--- src/rtl/light_pkg.sv ---
// Shared types for the automatic-lighting design: controller states and press-type encoding.
package light_pkg;

  typedef enum logic [2:0] {
    AUTO_OFF   = 3'd0,
    AUTO_ON    = 3'd1,
    AUTO_HOLD  = 3'd2,
    MANUAL_OFF = 3'd3,
    MANUAL_ON  = 3'd4
  } light_state_t;

  typedef enum logic [1:0] {
    PRESS_NONE  = 2'd0,
    PRESS_SHORT = 2'd1,
    PRESS_LONG  = 2'd2
  } press_t;

  function automatic int max_int(input int a, input int b);
    return (a > b) ? a : b;
  endfunction

endpackage

--- src/rtl/light_timer.sv ---
// Clearable, enabled, saturating up-counter with a terminal-count compare against term.
module light_timer #(
  parameter int W = 10
) (
  input  logic         clk,
  input  logic         rst,
  input  logic         clr,
  input  logic         en,
  input  logic [W-1:0] term,
  output logic         done
);

  logic [W-1:0] cnt_q, cnt_d;

  always_comb begin
    cnt_d = cnt_q;
    if (clr)
      cnt_d = '0;
    else if (en && (cnt_q != {W{1'b1}}))
      cnt_d = cnt_q + 1'b1;
  end

  always_ff @(posedge clk or posedge rst) begin
    if (rst) cnt_q <= '0;
    else     cnt_q <= cnt_d;
  end

  assign done = (cnt_q == term);

endmodule

--- src/rtl/light_controller.sv ---
// Lamp controller: auto mode follows presence with hold-off, manual mode toggles on short press.
// Define LIGHT_CTRL_MANUAL_TIMEOUT_EN to turn the lamp off after MANUAL_MAX_T cycles in MANUAL_ON.
module light_controller
  import light_pkg::*;
#(
  parameter int AUTO_OFF_T   = 1000,
  parameter int MANUAL_MAX_T = 60000
) (
  input  logic clk,
  input  logic rst,
  input  logic press_short,
  input  logic press_long,
  input  logic presence,
  output logic lamp,
  output logic manual,
  output logic hold
);

`ifdef LIGHT_CTRL_MANUAL_TIMEOUT_EN
  localparam int CNT_MAX = max_int(AUTO_OFF_T, MANUAL_MAX_T);
  localparam bit MAN_TMO = 1'b1;
`else
  localparam int CNT_MAX = AUTO_OFF_T;
  localparam bit MAN_TMO = 1'b0;
`endif
  localparam int CNT_W = $clog2(CNT_MAX + 1);
  localparam logic [CNT_W-1:0] AUTO_TERM = CNT_W'(AUTO_OFF_T - 1);
  // Without the timeout the counter never runs in MANUAL_ON, so this compare is inert there.
  localparam logic [CNT_W-1:0] MAN_TERM  = CNT_W'(MANUAL_MAX_T - 1);

  light_state_t state_q, state_d;
  logic         lamp_q, lamp_d;
  logic         manual_q, manual_d;
  logic         hold_q, hold_d;
  logic         cnt_en, cnt_clr, cnt_done;
  logic [CNT_W-1:0] cnt_term;
  press_t       press;

  assign press = press_long  ? PRESS_LONG  :
                 press_short ? PRESS_SHORT : PRESS_NONE;

  always_comb begin
    state_d = state_q;
    cnt_en  = 1'b0;
    case (state_q)
      AUTO_OFF: begin
        if (press == PRESS_LONG) state_d = MANUAL_OFF;
        else if (presence)       state_d = AUTO_ON;
      end
      AUTO_ON: begin
        if (press == PRESS_LONG) state_d = MANUAL_ON;
        else if (!presence)      state_d = AUTO_HOLD;
      end
      AUTO_HOLD: begin
        if (press == PRESS_LONG) state_d = MANUAL_ON;
        else if (presence)       state_d = AUTO_ON;
        else if (cnt_done)       state_d = AUTO_OFF;
        else                     cnt_en  = 1'b1;
      end
      MANUAL_OFF: begin
        if (press == PRESS_LONG)       state_d = presence ? AUTO_ON : AUTO_OFF;
        else if (press == PRESS_SHORT) state_d = MANUAL_ON;
      end
      MANUAL_ON: begin
        if (press == PRESS_LONG)       state_d = presence ? AUTO_ON : AUTO_OFF;
        else if (press == PRESS_SHORT) state_d = MANUAL_OFF;
        else if (MAN_TMO) begin
          if (cnt_done) state_d = MANUAL_OFF;
          else          cnt_en  = 1'b1;
        end
      end
      default: state_d = AUTO_OFF;
    endcase
  end

  // Counter runs only while staying in a timed state; any other cycle clears it.
  assign cnt_clr  = !cnt_en;
  assign cnt_term = (state_q == MANUAL_ON) ? MAN_TERM : AUTO_TERM;

  light_timer #(.W(CNT_W)) u_timer (
    .clk  (clk),
    .rst  (rst),
    .clr  (cnt_clr),
    .en   (cnt_en),
    .term (cnt_term),
    .done (cnt_done)
  );

  always_comb begin
    lamp_d   = (state_d == AUTO_ON) || (state_d == AUTO_HOLD) || (state_d == MANUAL_ON);
    manual_d = (state_d == MANUAL_OFF) || (state_d == MANUAL_ON);
    hold_d   = (state_d == AUTO_HOLD);
  end

  always_ff @(posedge clk or posedge rst) begin
    if (rst) begin
      state_q  <= AUTO_OFF;
      lamp_q   <= 1'b0;
      manual_q <= 1'b0;
      hold_q   <= 1'b0;
    end else begin
      state_q  <= state_d;
      lamp_q   <= lamp_d;
      manual_q <= manual_d;
      hold_q   <= hold_d;
    end
  end

  assign lamp   = lamp_q;
  assign manual = manual_q;
  assign hold   = hold_q;

endmodule

--- config.mk ---
export PLATFORM = sky130hd
export DESIGN_NAME = light_controller
export DESIGN_NICKNAME = d
export VERILOG_FILES = /design/src/rtl/light_pkg.sv /design/src/rtl/light_timer.sv /design/src/rtl/light_controller.sv
export SDC_FILE = /design/constraint.sdc
export NUM_CORES = 1
export LEC_CHECK = 0
export ABC_AREA = 1
export CAP_MARGIN = 20
export CORE_MARGIN = 4
export CORE_UTILIZATION = 56
export CTS_CLUSTER_DIAMETER = 60
export CTS_CLUSTER_SIZE = 12
export DETAILED_ROUTE_END_ITERATION = 7
export PLACE_DENSITY = 0.77
export SYNTH_ARGS = -nofsm -noshare
export SYNTH_HDL_FRONTEND = slang
export SYNTH_SLANG_ARGS = --single-unit
--- constraint.sdc ---
create_clock -name clk -period 1.7 [get_ports clk]
set_input_delay 0.34 -clock clk [delete_from_list [all_inputs] [get_ports clk]]
set_output_delay 0.34 -clock clk [all_outputs]
set_load 0.03 [all_outputs]
; ---- After elaboration in Yosys (flattened, before gate mapping)
; Cells that the tools add are included.
[totals]
out_inout_bits = 3
reg_bits = 16
[classes]
add_sub_neg = 1
eq_ne = 13
reduce_logical = 5
n_mux = 22
[ops]
columns = op, n
row1 = 2-to-1 mux 3 bit, 11
row2 = 2-to-1 mux 10 bit, 2
row3 = case mux 3 bit (5 select lines), 1
row4 = "== test 3 x 2 -> 1 bit, second input constant", 4
row5 = "adder 10 x 1 -> 10 bit, second input constant", 1
row6 = == test 10 bit, 1
row7 = "inequality test 10 bit, second input constant", 1
row8 = 2-to-1 mux 9 bit, 1
row9 = "== test 3 x 1 -> 1 bit, second input constant", 2
row10 = "== test 3 bit, second input constant", 2
row11 = 2-to-1 mux 1 bit, 6
row12 = logical NOT 3 bit, 1
row13 = logical OR 1 bit, 3
row14 = "== test 2 x 1 -> 1 bit, second input constant", 1
row15 = "== test 2 bit, second input constant", 1
row16 = 2-to-1 mux 2 bit, 1
row17 = "inequality test 2 bit, second input constant", 1
row18 = logical AND 1 bit, 1

; ---- Depth between registers and ports, before layout
[logic_depth]
depth_word = 10
ltp_mapped = 12
mapped_depth_nobuf = 12

; ---- By module
; Synthesis repeated with hierarchy kept, for this count alone.
[unflattened]
cells_unflattened = 183
hier_area_um2 = 1244.9
[by_module_without_submodules]
columns = module, cells_per_inst, n_inst, seq_area_each_um2, area_each_um2
row1 = light_timer, 118, 1, 250.2, 803.3
row2 = light_controller, 65, 1, 150.1, 441.7

; ---- Least setup slack after synthesis
; OpenSTA, ideal clock, no wires.
[synth_timing]
path_kind = register to register
from = register u_timer.cnt_q[0]
to = register lamp_q (netlist: lamp)
slack_ns = 0.238
period_less_slack_ns = 1.462
path_stages_with_launch = 9
required_ns = 1.574
n_path_buf = 0
t_arrival_ns = 1.335
path_cell_list = dfrtp_1 -> ha_1 -> nand2_1 -> nor3_4 -> nand3_4 -> nand2_1 -> nand2_1 -> a21oi_2 -> nand3_1
[synth_between]
elab_chain_len = 8
[synth_rtl]
columns = element, line_no
row1 = from (decl), light_timer.sv:13  ; logic [W-1:0] cnt_q, cnt_d;
row2 = from (signal assigned), light_timer.sv:25  ; else cnt_q <= cnt_d;
row3 = == test 10 bit (*), light_timer.sv:28  ; assign done = (cnt_q == term);
row4 = 2-to-1 mux 3 bit (*), light_controller.sv:57  ; else if (cnt_done) state_d = AUTO_OFF;
row5 = 2-to-1 mux 3 bit (*), light_controller.sv:56  ; else if (presence) state_d = AUTO_ON;
row6 = 2-to-1 mux 3 bit (*), light_controller.sv:55  ; if (press == PRESS_LONG) state_d = MANUAL_ON;
row7 = case mux 3 bit (5 select lines) (*), light_controller.sv:45  ; case (state_q)
row8 = == test 3 x 1 -> 1 bit or == test 3 x 2 -> 1 bit (tied branches), light_controller.sv:90  ; lamp_d = (state_d == AUTO_ON) || (state_d == AUTO_HOLD) || (state_d == MANUAL_ON);
row9 = logical OR 1 bit, light_controller.sv:90
row10 = logical OR 1 bit (*), light_controller.sv:90
row11 = via lamp_d, light_controller.sv:32  ; logic lamp_q, lamp_d;
row12 = to (signal assigned), light_controller.sv:103  ; lamp_q <= lamp_d;
row13 = to (decl), light_controller.sv:32
; The timed path passes the listed nets; every way through them passes the cells marked *.
; A chain may end at the register's enable or synchronous reset.

; ---- Worst setup path in the final report
[layout_timing]
from = register hold_q (netlist: hold)
to = output hold
[layout_lines]
columns = element, line_no
row1 = from (decl), light_controller.sv:34  ; logic hold_q, hold_d;
row2 = from (signal assigned), light_controller.sv:105  ; hold_q <= hold_d;
row3 = to (decl), light_controller.sv:16  ; output logic hold
; No word-level cell between the ends.

==> impl_metrics.py <==
metrics = {
    "critical_path": {
        "cp_max_fo": 1,
        "ff2ff_setup_slack_ns": 0.15,
        "worst-r2r-cell-count": 8,
        "arrival_ns": 1.31,
        "startpoint": "hold",
        "crit_chain": "clkdlybuf4s50_1",
        "reg2reg_to": "lamp",
        "critPathCaptureType": "primary output",
        "worst-path-buf-inv": 1,
        "crit_family": "buffers and inverters",
        "cpMaxStageDelayCell": "clkdlybuf4s50_1",
        "max_stage_delay_ns": 0.68,
        "worstSetupStartpointType": "flop",
        "critPathRequiredTime_ns": 1.36,
        "reg2reg_from": "u_timer.cnt_q[0]",
        "crit_type": "reg -> out",
    },
    "cts": {
        "cts_root_buffer": "clkbuf_4",
        "clock_sinks": 16,
        "cts_tree": "done",
        "cts_hold_buf": 0,
        "worstSkewPairLatency_ns": 0.29,
        "cts_made_buffers": 3,
        "clock_path_buffers": 2,
        "h-tree-depth": 1,
        "clk_pin_slew_worst_paths_ns": 0.09,
    },
    "logic_synthesis": {
        "synthCells": 123,
        "synth_seq_area_share_pct": 39.0,
        "ys_ff_latch": 16,
        "synth_cell_types": 27,
        "yosysWarnings": 0,
        "avgSynthCellArea_um2": 8.35,
        "syn-num-nets": 129,
        "synthesis.area_um2": 1030,
        "synthArstFlopShare_pct": 100,
        "synthFlopType": "dfrtp_1",
        "synth_edf_count": 0,
    },
    "pwr": {
        "p_switching_uw": 495,
        "fin_total_pwr_uw": 1270,
        "p_seq_share_pct": 39.4,
        "p_int_uw": 775,
        "swShare_pct": 39.0,
        "powerDensity_nw_per_um2": 1040,
        "leakagePower_uw": 0.000563,
        "vdd_drop_max_uv": 950,
        "clockPowerShare_pct": 19.5,
        "pwr-share-comb_pct": 41.1,
    },
    "finish": {
        "drive_gt1_share_pct": 29.7,
        "area_growth_pct": 18.5,
        "final_cells": 163,
        "fin_nets": 145,
        "n_antenna_cell": 0,
    },
    "grt": {
        "grt_pass1_wl_um": 3660,
        "track_usage_pct": 18.7,
        "grt_overflow": 0,
        "grt_max_degree": 17,
        "antenna_found_initial": 0,
        "grt_pass1_vias": 826,
    },
    "route": {
        "ant_nets": 0,
        "wire_per_inst_um": 12.5,
        "routed_via_density": 5.26,
        "vias": 857,
        "firstDrtPassIters": 4,
        "drc_errors": 0,
        "routed_wl_um": 2030,
        "drtIter0Drc": 27,
    },
    "placed_design": {
        "gp_congestion": 0.843,
        "pre_cts_ws_ns": -0.0321,
        "dp_hpwl_um": 1590,
        "placed_cells": 158,
        "port_buffers": 7,
    },
    "status": {
        "status": "completed",
    },
    "floorplanning": {
        "die_h_um": 50.8,
        "rows": 15,
        "boundaryPins": 8,
        "dieWidth_um": 50.8,
        "core_um2": 1730,
        "die_area_um2": 2580,
        "initial_core_util_pct": 59.5,
    },
    "timing": {
        "period_share_pct": 97.3,
        "hold_viol": 0,
        "finalCriticalPeriod_ns": 1.65,
        "skew_ns": 0.00399,
        "maxSlewViolCount": 0,
        "hold_ws_ns": 0.405,
        "worstMarginPinSlew_ns": 0.577,
        "slew_headroom_pct": 61.5,
        "setup_tns_ns": 0,
        "max_clock_freq_ghz": 0.604,
        "fin_ws_ns": 0.0456,
        "setup_viol": 0,
    },
    "flow_run": {
        "maxCapViolCount": 0,
    },
    "worst_hold_path": {
        "min_path_type": "in -> async",
    },
}
==> power groups by stage <==
stage	logic [uW]	registers, uW	clock network (uW)
6_report	521	500	248
5_1_grt	580	510	270
4_1_cts	510	497	253
3_5_place_dp	505	505	0
3_3_place_gp	496	500	0
2_1_floorplan	298	551	0
==> Yosys cell counts, types with 2 or more instances <==
| cell | n | area share [%] |
|---|---|---|
| nand2_1 | 22 | 8.0 |
| dfrtp_1 | 16 | 39 |
| nor2_1 | 14 | 5.1 |
| inv_1 | 11 | 4.0 |
| nand3_1 | 9 | 4.4 |
| a21oi_1 | 8 | 3.9 |
| inv_2 | 7 | 2.6 |
| nand2_2 | 5 | 3.0 |
| a21oi_2 | 3 | 2.6 |
| a31oi_1 | 3 | 1.8 |
| nor3_2 | 3 | 2.9 |
| nor3_4 | 3 | 4.8 |
| nand2_4 | 2 | 2.2 |
| nand3_4 | 2 | 3.4 |
| nor3_1 | 2 | 0.97 |
| xor2_1 | 2 | 1.7 |
==> logic make-up (layout without fill, tap and decap cells) <==
| group | count (synthesis) | in the layout | synth area share (%) |
|---|---|---|---|
| buf+inv | 19 | 34 | 7.67 |
| fa+ha+maj | 1 | 1 | 1.22 |
| simple gates | 65 | 65 | 37.3 |
| xor+xnor | 3 | 3 | 2.56 |
| compound gates | 19 | 19 | 12.3 |
| flops | 16 | 16 | 39.0 |
==> worst max path at each step <==
| stage | to | slack (ns) | cells past startpoint |
|---|---|---|---|
| floorplan | lamp | 0.24 | 8 |
| global placement | lamp | -0.01 | 6 |
| detailed placement | lamp | -0.03 | 6 |
| CTS | lamp | 0.02 | 8 |
| global route | lamp | -0.004 | 10 |
| finish | hold | 0.05 | 1 |
==> layout make-up <==
cell class | count | area [um2]
Fill cell | 144 | 509
Tap cell | 25 | 31.3
Sequential cell | 16 | 402
Clock buffer | 4 | 36.3
Timing Repair Buffer | 12 | 108
Multi-Input combinational cell | 88 | 573
Inverter | 18 | 67.6
==> placed cells by master (no fill, tap or decap) <==
cell type and count:
nor3_2 3, o21a_1 1, nor3b_1 1, a211oi_2 1, o21ai_0 1, nor2_1 14
dfrtp_1 15, xor2_1 2, clkdlybuf4s50_1 7, ha_4 1, nand2_2 7, nand4_1 1
nand2_1 19, a21oi_2 3, nand3_4 2, nor3_1 2, o311ai_0 1, xnor2_1 1
buf_4 5, a21oi_1 8, nand2_4 3, a31oi_1 3, clkbuf_4 3, inv_2 7
dfrtp_2 1, nor2_4 1, nor3_4 3, clkbuf_8 1, o31ai_1 1, inv_1 11
nand3_1 9
==> state kept, by name (all words and copies together), names as in the netlist <==
| register | count |
|---|---|
| lamp | 1 |
| manual | 1 |
| hold | 1 |
| state_q | 3 |
| u_timer.cnt_q | 10 |
==> what timing repair did <==
action	in CTS	in global routing
setup endpoints to repair	0	3
buffers inserted	0	1
resized for setup	0	7
==> layer usage <==
metal | track usage, % | up-vias | share of wire (%) | wire, um
met5 | 0 | - | 0 | 0
met2 | 28.7 | 31 | 45 | 925
met3 | 3.21 | 4 | 7.5 | 152
li1 | - | 435 | - | -
met4 | 6.73 | 0 | 1.8 | 37
met1 | 26.5 | 387 | 45 | 918
==> through the flow <==
step / area (um2) / utilization, %
5_1_grt: 1220 / 70.5
3_5_place_dp: 1150 / 66.4
4_1_cts: 1180 / 68.6
6_report: 1220 / 70.5
3_3_place_gp: 1150 / 66.4
2_1_floorplan: 1030 / -
Note: power is estimated with default switching activity, not from simulation.
